**src/rtl/sdr_pkg.sv**
```systemverilog
// Shared types and helpers for the FIFO write-port arbiter.
package sdr_pkg;

  typedef enum logic {
    IDLE = 1'b0,
    BUSY = 1'b1
  } arb_state_t;

  function automatic int clog2_min1(input int n);
    return (n <= 1) ? 1 : $clog2(n);
  endfunction

endpackage

```
**src/rtl/fifo_wr_arbiter_rr_pick.sv**
```systemverilog
// Combinational round-robin picker: rotate requests to start just above ptr,
// take the lowest set bit, then map it back to the real source index.
module rr_pick
  import sdr_pkg::*;
#(
  parameter int NUM_SRC = 4,
  parameter int SRC_W   = clog2_min1(NUM_SRC)
) (
  input  logic [NUM_SRC-1:0] req,
  input  logic [SRC_W-1:0]   ptr,
  output logic [NUM_SRC-1:0] gnt,
  output logic [SRC_W-1:0]   idx,
  output logic               any
);

  int                 start;
  int                 win;
  logic               found;
  logic [NUM_SRC-1:0] rot;
  logic [SRC_W-1:0]   pos;

  always_comb begin
    start = (int'(ptr) + 1) % NUM_SRC;
    rot   = '0;
    pos   = '0;
    win   = 0;
    found = 1'b0;
    gnt   = '0;
    idx   = '0;
    for (int k = 0; k < NUM_SRC; k++) begin
      pos    = SRC_W'((start + k) % NUM_SRC);
      rot[k] = req[pos];
    end
    for (int k = 0; k < NUM_SRC; k++) begin
      if (!found && rot[k]) begin
        found = 1'b1;
        win   = k;
      end
    end
    any = found;
    if (found) begin
      pos      = SRC_W'((start + win) % NUM_SRC);
      idx      = pos;
      gnt[pos] = 1'b1;
    end
  end

endmodule

```
**src/rtl/fifo_wr_arbiter.sv**
```systemverilog
// Round-robin, packet-locking arbiter sharing one FIFO write port between
// NUM_SRC stream sources, with a registered output stage and source tagging.
module fifo_wr_arbiter
  import sdr_pkg::*;
#(
  parameter int NUM_SRC     = 4,
  parameter int DATA_WIDTH  = 8,
  parameter int LOCK_PACKET = 1,
  parameter int SRC_W       = clog2_min1(NUM_SRC)
) (
  input  logic                          clk,
  input  logic                          rst_n,
  input  logic [NUM_SRC-1:0]            in_valid,
  output logic [NUM_SRC-1:0]            in_ready,
  input  logic [NUM_SRC*DATA_WIDTH-1:0] in_data,
  input  logic [NUM_SRC-1:0]            in_last,
  output logic                          out_valid,
  input  logic                          out_ready,
  output logic [DATA_WIDTH-1:0]         out_data,
  output logic                          out_last,
  output logic [SRC_W-1:0]              out_src,
  output logic [NUM_SRC-1:0]            grant,
  output logic                          busy
);

  arb_state_t             state_q, state_d;
  logic [NUM_SRC-1:0]     grant_q, grant_d;
  logic [SRC_W-1:0]       gidx_q, gidx_d;
  logic [SRC_W-1:0]       ptr_q, ptr_d;
  logic                   out_valid_q, out_valid_d;
  logic [DATA_WIDTH-1:0]  out_data_q, out_data_d;
  logic                   out_last_q, out_last_d;
  logic [SRC_W-1:0]       out_src_q, out_src_d;

  logic [DATA_WIDTH-1:0]  src_data [NUM_SRC];
  logic [NUM_SRC-1:0]     pick_gnt;
  logic [SRC_W-1:0]       pick_idx;
  logic                   pick_any;
  logic                   ld;
  logic                   accept;
  logic                   sel_valid;
  logic                   sel_last;

  generate
    for (genvar gi = 0; gi < NUM_SRC; gi++) begin : g_slice
      assign src_data[gi] = in_data[gi*DATA_WIDTH +: DATA_WIDTH];
    end
  endgenerate

  rr_pick #(
    .NUM_SRC (NUM_SRC),
    .SRC_W   (SRC_W)
  ) u_pick (
    .req (in_valid),
    .ptr (ptr_q),
    .gnt (pick_gnt),
    .idx (pick_idx),
    .any (pick_any)
  );

  // The output register can take a beat when empty or when drained this cycle.
  assign ld        = ~out_valid_q | out_ready;
  assign sel_valid = in_valid[gidx_q];
  assign sel_last  = in_last[gidx_q];
  assign accept    = (state_q == BUSY) & sel_valid & ld;

  assign in_ready  = ((state_q == BUSY) && ld) ? grant_q : '0;
  assign out_valid = out_valid_q;
  assign out_data  = out_data_q;
  assign out_last  = out_last_q;
  assign out_src   = out_src_q;
  assign grant     = grant_q;
  assign busy      = (state_q == BUSY);

  always_comb begin
    state_d     = state_q;
    grant_d     = grant_q;
    gidx_d      = gidx_q;
    ptr_d       = ptr_q;
    out_valid_d = out_valid_q;
    out_data_d  = out_data_q;
    out_last_d  = out_last_q;
    out_src_d   = out_src_q;

    if (accept) begin
      out_valid_d = 1'b1;
      out_data_d  = src_data[gidx_q];
      out_last_d  = sel_last;
      out_src_d   = gidx_q;
    end else if (out_ready) begin
      out_valid_d = 1'b0;
    end

    case (state_q)
      IDLE: begin
        if (pick_any) begin
          grant_d = pick_gnt;
          gidx_d  = pick_idx;
          state_d = BUSY;
        end
      end
      BUSY: begin
        // Pointer only moves once the owner releases, so the winner is lowest next time.
        if (accept && (sel_last || (LOCK_PACKET == 0))) begin
          ptr_d   = gidx_q;
          grant_d = '0;
          state_d = IDLE;
        end
      end
      default: state_d = IDLE;
    endcase
  end

  always_ff @(posedge clk or negedge rst_n) begin
    if (!rst_n) begin
      state_q     <= IDLE;
      grant_q     <= '0;
      gidx_q      <= '0;
      ptr_q       <= SRC_W'(NUM_SRC - 1);
      out_valid_q <= 1'b0;
      out_data_q  <= '0;
      out_last_q  <= 1'b0;
      out_src_q   <= '0;
    end else begin
      state_q     <= state_d;
      grant_q     <= grant_d;
      gidx_q      <= gidx_d;
      ptr_q       <= ptr_d;
      out_valid_q <= out_valid_d;
      out_data_q  <= out_data_d;
      out_last_q  <= out_last_d;
      out_src_q   <= out_src_d;
    end
  end

endmodule

```
**config.mk**
```make
export PLATFORM = sky130hd
export DESIGN_NAME = fifo_wr_arbiter
export DESIGN_NICKNAME = d
export VERILOG_FILES = /design/src/rtl/sdr_pkg.sv /design/src/rtl/fifo_wr_arbiter_rr_pick.sv /design/src/rtl/fifo_wr_arbiter.sv
export SDC_FILE = /design/constraint.sdc
export NUM_CORES = 1
export LEC_CHECK = 0
export ABC_AREA = 0
export BUFFER_PORTS_ARGS = -buffer_cell sky130_fd_sc_hd__buf_2
export CORE_AREA = 2 2 77 79
export DETAILED_ROUTE_END_ITERATION = 10
export DIE_AREA = 0 0 79 81
export GPL_TIMING_DRIVEN = 0
export MAX_ROUTING_LAYER = met4
export PLACE_DENSITY = 0.48
export SLEW_MARGIN = 20
export SYNTH_ARGS = -nofsm -noshare
export SYNTH_HDL_FRONTEND = slang
export SYNTH_SLANG_ARGS = --single-unit
```
**constraint.sdc**
```tcl
create_clock -name clk -period 3 [get_ports clk]
set_input_delay 0.6 -clock clk [delete_from_list [all_inputs] [get_ports clk]]
set_output_delay 0.6 -clock clk [all_outputs]
set_load 0.005 [all_outputs]
```
# Word level (Yosys, flattened, before mapping)
# Index checks and enable logic that the tools add are counted.
[totals]
regBits = 21
latch_bits = 0
mem_bits_rw = 0
romBits = 0
input_bits = 43
output_inout_bits = 21
wordCells = 75
n_memories = 0
[classes]
addsub = 5
n_mul = 0
div_mod_pow = 0
n_lt_le_gt_ge = 8
n_eq_ne = 2
shifts = 0
n_mux = 33
bitwise_logic = 6
n_reduce_logical = 13
[ops]
columns = ["cell", "n"]
rows = [
  ["2-bit by 3-bit < comparator with 1-bit output, second input constant", 6],
  ["8-bit binary-select mux with 2-bit select", 1],
  ["1-bit two-way mux", 16],
  ["8-bit two-way mux", 2],
  ["1-bit binary-select mux with 2-bit select", 6],
  ["4-bit two-way mux", 3],
  ["4-bit case mux with 2 select lines", 1],
  ["1-bit logical AND", 6],
  ["2-bit AND reduction", 3],
  ["2-bit by 1-bit adder with 2-bit output, second input constant", 2],
  ["2-bit adder, second input constant", 2],
  ["2-bit two-way mux", 2],
  ["3-bit greater-or-equal comparator, second input constant", 1],
  ["1-bit logical NOT", 3],
  ["2-bit NOT with 3-bit output", 1],
  ["2-bit adder", 1],
  ["1-bit bitwise AND", 2],
  ["1-bit demux with 2-bit select", 1],
  ["2-bit by 1-bit greater-or-equal comparator with 1-bit output, second input constant", 1],
  ["2-bit by 1-bit != test with 1-bit output, second input constant", 1],
  ["2-bit != test, second input constant", 1],
  ["1-bit NOT", 2],
  ["1-bit case mux with 2 select lines", 1],
  ["2-bit nonzero test", 1],
  ["1-bit bitwise OR", 1],
]

# Longest topological paths before layout
[logic_depth]
depth_word = 20
mapped_depth = 11
depth_no_buf = 10

# Hierarchy
# Synthesis repeated with hierarchy kept, for this count alone.
[hier_totals]
hier_cells = 115
area_unflattened_um2 = 1473.9
[modules_own_cells]
columns = ["module", "n_inst", "cells_per_inst", "area_each_um2", "seq_area_each_um2"]
rows = [
  ["fifo_wr_arbiter", 1, 72, 1142.3, 528.0],
  ["rr_pick", 1, 43, 331.6, 0.0],
]

# Worst setup path after synthesis
# OpenSTA, ideal clock, no wires.
[synth_path]
kind = "input -> register"
start = "input port in_valid[0]"
end = "register gidx_q[1]"
t_arrival_ns = 2.193
t_required_ns = 2.875
path_slack_ns = 0.682
stages = 10
path_buffers = 0
cell_sequence = "nor2b_1 a21oi_1 nor2_1 a211oi_1 a21oi_1 ha_1 xnor2_1 xnor2_4 xnor2_1 mux2_2"
[synth_between]
elab_chain_len = 13
elab_cells_between_ends = 23
[synth_lines]
columns = ["element", "line", "rtl"]
rows = [
  ["start: declaration", "fifo_wr_arbiter.sv:13", "input logic [NUM_SRC-1:0] in_valid,"],
  ["1-bit binary-select mux with 2-bit select", "fifo_wr_arbiter_rr_pick.sv:32", "rot[k] = req[pos];"],
  ["1-bit two-way mux (implied by the code)", "fifo_wr_arbiter_rr_pick.sv:32", ""],
  ["1-bit two-way mux", "fifo_wr_arbiter_rr_pick.sv:35", "if (!found && rot[k]) begin"],
  ["1-bit logical NOT", "fifo_wr_arbiter_rr_pick.sv:35", ""],
  ["1-bit logical AND", "fifo_wr_arbiter_rr_pick.sv:35", ""],
  ["1-bit two-way mux", "fifo_wr_arbiter_rr_pick.sv:35", ""],
  ["1-bit logical NOT", "fifo_wr_arbiter_rr_pick.sv:35", ""],
  ["1-bit logical AND", "fifo_wr_arbiter_rr_pick.sv:35", ""],
  ["1-bit two-way mux", "fifo_wr_arbiter_rr_pick.sv:35", ""],
  ["1-bit logical NOT", "fifo_wr_arbiter_rr_pick.sv:35", ""],
  ["1-bit logical AND", "fifo_wr_arbiter_rr_pick.sv:35", ""],
  ["2-bit two-way mux or 1-bit two-way mux (tied branches)", "fifo_wr_arbiter_rr_pick.sv:35", ""],
  ["2-bit adder or 2-bit AND reduction (tied branches)", "n/a", ""],
  ["end signal: assignment", "fifo_wr_arbiter.sv:127", "gidx_q <= gidx_d;"],
  ["end: declaration", "fifo_wr_arbiter.sv:28", "logic [SRC_W-1:0] gidx_q, gidx_d;"],
]
# Several ways; a longest one is shown, not always the timed one. The select of a mux whose other input is x is not followed.
# A chain may end at the register's enable or synchronous reset.

# Final worst setup path
[layout_path]
start = "register ptr_q[1]"
end = "register gidx_q[1]"
[layout_between]
elab_chain_len = 14
elab_cells_between_ends = 27
[layout_lines]
columns = ["element", "line", "rtl"]
rows = [
  ["start: declaration", "fifo_wr_arbiter.sv:29", "logic [SRC_W-1:0] ptr_q, ptr_d;"],
  ["start signal: assignment", "fifo_wr_arbiter.sv:119", "ptr_q <= SRC_W'(NUM_SRC - 1);"],
  ["start signal: assignment", "fifo_wr_arbiter.sv:128", "ptr_q <= ptr_d;"],
  ["2-bit by 1-bit adder with 2-bit output (*)", "fifo_wr_arbiter_rr_pick.sv:23", "start = (int'(ptr) + 1) % NUM_SRC;"],
  ["parallel branches: the longest is 13 deep, another holds 2-bit adder", "n/a", ""],
]
# Every way passes the cells marked *. The select of a mux whose other input is x is not followed.

==> metrics.txt <==
fmax=395 MHz; Final Hold Viols=0; post-CTS resize count=0; arrival time worst endpoint=2740 ps; CTS Buf Count=3; n_diodes=0; share of post-route cells with drive strength above 1=0.539; Synth area leaders=dfrtp_1 35%, mux4_2 15%, mux2_1 7.4%; ys flop type=dfrtp_1; # setup viols final=0; number of flops mapped to enable cells by yosys=0; Die ar.=6400 sq um; Critical Path Source Type=flop; largest area contributor in the netlist=dfrtp_1; leakage=0.867 nW; Max VDD drop=0.000243 V; critical path required time=3210 ps; Synth cell types=38; DR vias/cell=4.37; Cell Count, Final, Fillers Out=253; NumNets Final=224; post-layout min period=2530 ps; Tot GR Track Use=0.114; status=finished clean; Post-CTS Setup Bufs=0; gr ovfl total=0; worst skew pair latency=260 ps; crit end category=flop; Placed Cells=249; Post-DP Area=1780 sq um; vias in the first global route=1068; die width=79 um; setup TNS=0 ps; sequential share of the synthesized area=0.386; RSZ-0062 raised after global routing=no; fin crit share=0.844; DR iter-0 viols=62; critical path type=reg -> reg; Pre-antenna DRT Iters=5; Detailed Place HPWL=2.58 mm; Root Buffer=clkbuf_8; ANT nets after route=0; vias=1106; Die Span Y=81 um; Top-Level Pins=64; hold slack=281 ps; Ys Warns=0; Critical Path Fanout Max=10; Async S/R FF share, synth=1.00; Netlist Area Pre-Place=1370 sq um; top cell type's share of synthesized area=0.348; largest net degree at the start of global routing=22; Syn Inst Count=111; number of max-cap violations=0; syn avg cell area=12.3 sq um; FP Rows=28; Power Dens Cells=929 nW/um^2; Setup Skew=2.21 ps; register-to-register setup slack=470 ps; hold crit path type=in -> async; Synth top cells by count=19 x dfrtp_1, 11 x nand2_1, 9 x mux2_1, 9 x mux4_2, 6 x a21oi_1; DRC violations left=0; WL final=3.29 mm; average routed wire per standard cell=13.0 um; first-pass GRT wire length=5.37 mm; Worst-Margin Slew=546 ps; syn_nets=156; CORE AREA=5680 sq um; Clock Path Buffers=2; Final Instance Area=1820 sq um; Rel. slew slack=0.636; Clock transition at path regs=80 ps; htree depth=1; Sink Count=21; TritonCTS clock tree=done; Seq cells post-synth=21; count leader, synth=dfrtp_1; number of antenna violations at the first check in global routing=0; Setup WS post-layout=467 ps; Hold-fix buffers, CTS=0; IO Port Bufs=63; Layout Area Growth over Synthesis=33.3%; starting density of the core=0.241; Final Max Slew Viols=0; pre-CTS setup slack=321 ps; Placer Congestion=0.789
[critical path, stage by stage, from the launching register on]
cell and delay, ps:
dfstp_2 530, buf_6 130, nand2_1 60, a21oi_1 140, nor2_1 50, a211oi_1 200
a21oi_1 100, ha_1 200, xnor2_1 370, xnor2_4 110, xnor2_1 360, mux2_2 230
[metal layers]
| metal | routed length, um | share of wire | global-route usage |
|---|---|---|---|
| met3 | 126 | 0.038 | 0.0200 |
| met1 | 1430 | 0.43 | 0.140 |
| met2 | 1680 | 0.51 | 0.189 |
| met5 | 0 | 0 | - |
| met4 | 51 | 0.016 | 0.0414 |
[path summary, 6_finish.rpt]
| path | cells after the start | from | endpoint |
|---|---|---|---|
| max reg2reg | 11 | ptr_q[1]$_DFFE_PN1P_ | gidx_q[1]$_DFFE_PN0P_ |
| max | 11 | ptr_q[1]$_DFFE_PN1P_ | gidx_q[1]$_DFFE_PN0P_ |
| min reg2reg | 1 | out_data[6]$_DFFE_PN0P_ | out_data[6]$_DFFE_PN0P_ |
| max in group asynchronous | 1 | rst_n | ptr_q[1]$_DFFE_PN1P_ |
| min in group clk | 1 | out_data[6]$_DFFE_PN0P_ | out_data[6]$_DFFE_PN0P_ |
| min | 1 | rst_n | out_data[4]$_DFFE_PN0P_ |
[power breakdown]
part | switching [W] | internal, W | leakage [nW]
clock network | 0.0000978 | 0.0000927 | 0.0255
registers | 0.0000908 | 0.000428 | 0.246
logic | 0.000471 | 0.000513 | 0.595
total | 0.000659 | 0.00103 | 0.867
[flip-flops by register name (all words and copies together) (netlist names)]
name,flops
out_data,8
grant,4
gidx_q,2
out_src,2
ptr_q,2
busy,1
out_last,1
out_valid,1
[cells by family after synthesis]
| kind of cell | synth area share |
|---|---|
| AND/OR/NAND/NOR | 0.121 |
| flip-flops | 0.386 |
| XOR/XNOR | 0.0394 |
| buffers and inverters | 0.0458 |
| multiplexers | 0.275 |
| AO/OA/AOI/OAI | 0.114 |
| adder cells (fa/ha/maj) | 0.0183 |
[cell type report]
| type | instances | area, sq um |
|---|---|---|
| Multi-Input combinational cell | 80 | 776 |
| Timing Repair Buffer | 63 | 315 |
| Inverter | 4 | 15.0 |
| Clock buffer | 3 | 41.3 |
| Clock inverter | 1 | 5.00 |
| Buffer | 6 | 47.5 |
| Fill cell | 616 | 3850 |
| Sequential cell | 21 | 528 |
| Tap cell | 75 | 93.8 |
[stage by stage]
stage	util	total power (W)
floorplan	-	0.00122
global placement	0.313	0.00152
detailed placement	0.313	0.00153
CTS	0.321	0.00173
global route	0.321	0.00184
finish	0.321	0.00169
[placed cells by master (no fill, tap or decap), types with 2 or more instances in the layout]
master and instances:
dfstp_2 2, clkbuf_8 3, a211oi_1 2, nor2b_1 2
o31ai_1 2, nor3_1 2, mux2_2 5, buf_6 3
xnor2_1 2, buf_2 65, inv_1 4, nor2_1 5
mux4_2 9, and3_1 4, ha_1 2, dfrtp_1 19
mux2_1 9, a21oi_1 6, nand2_1 11
No activity file was read; power rests on OpenSTA's default activity.
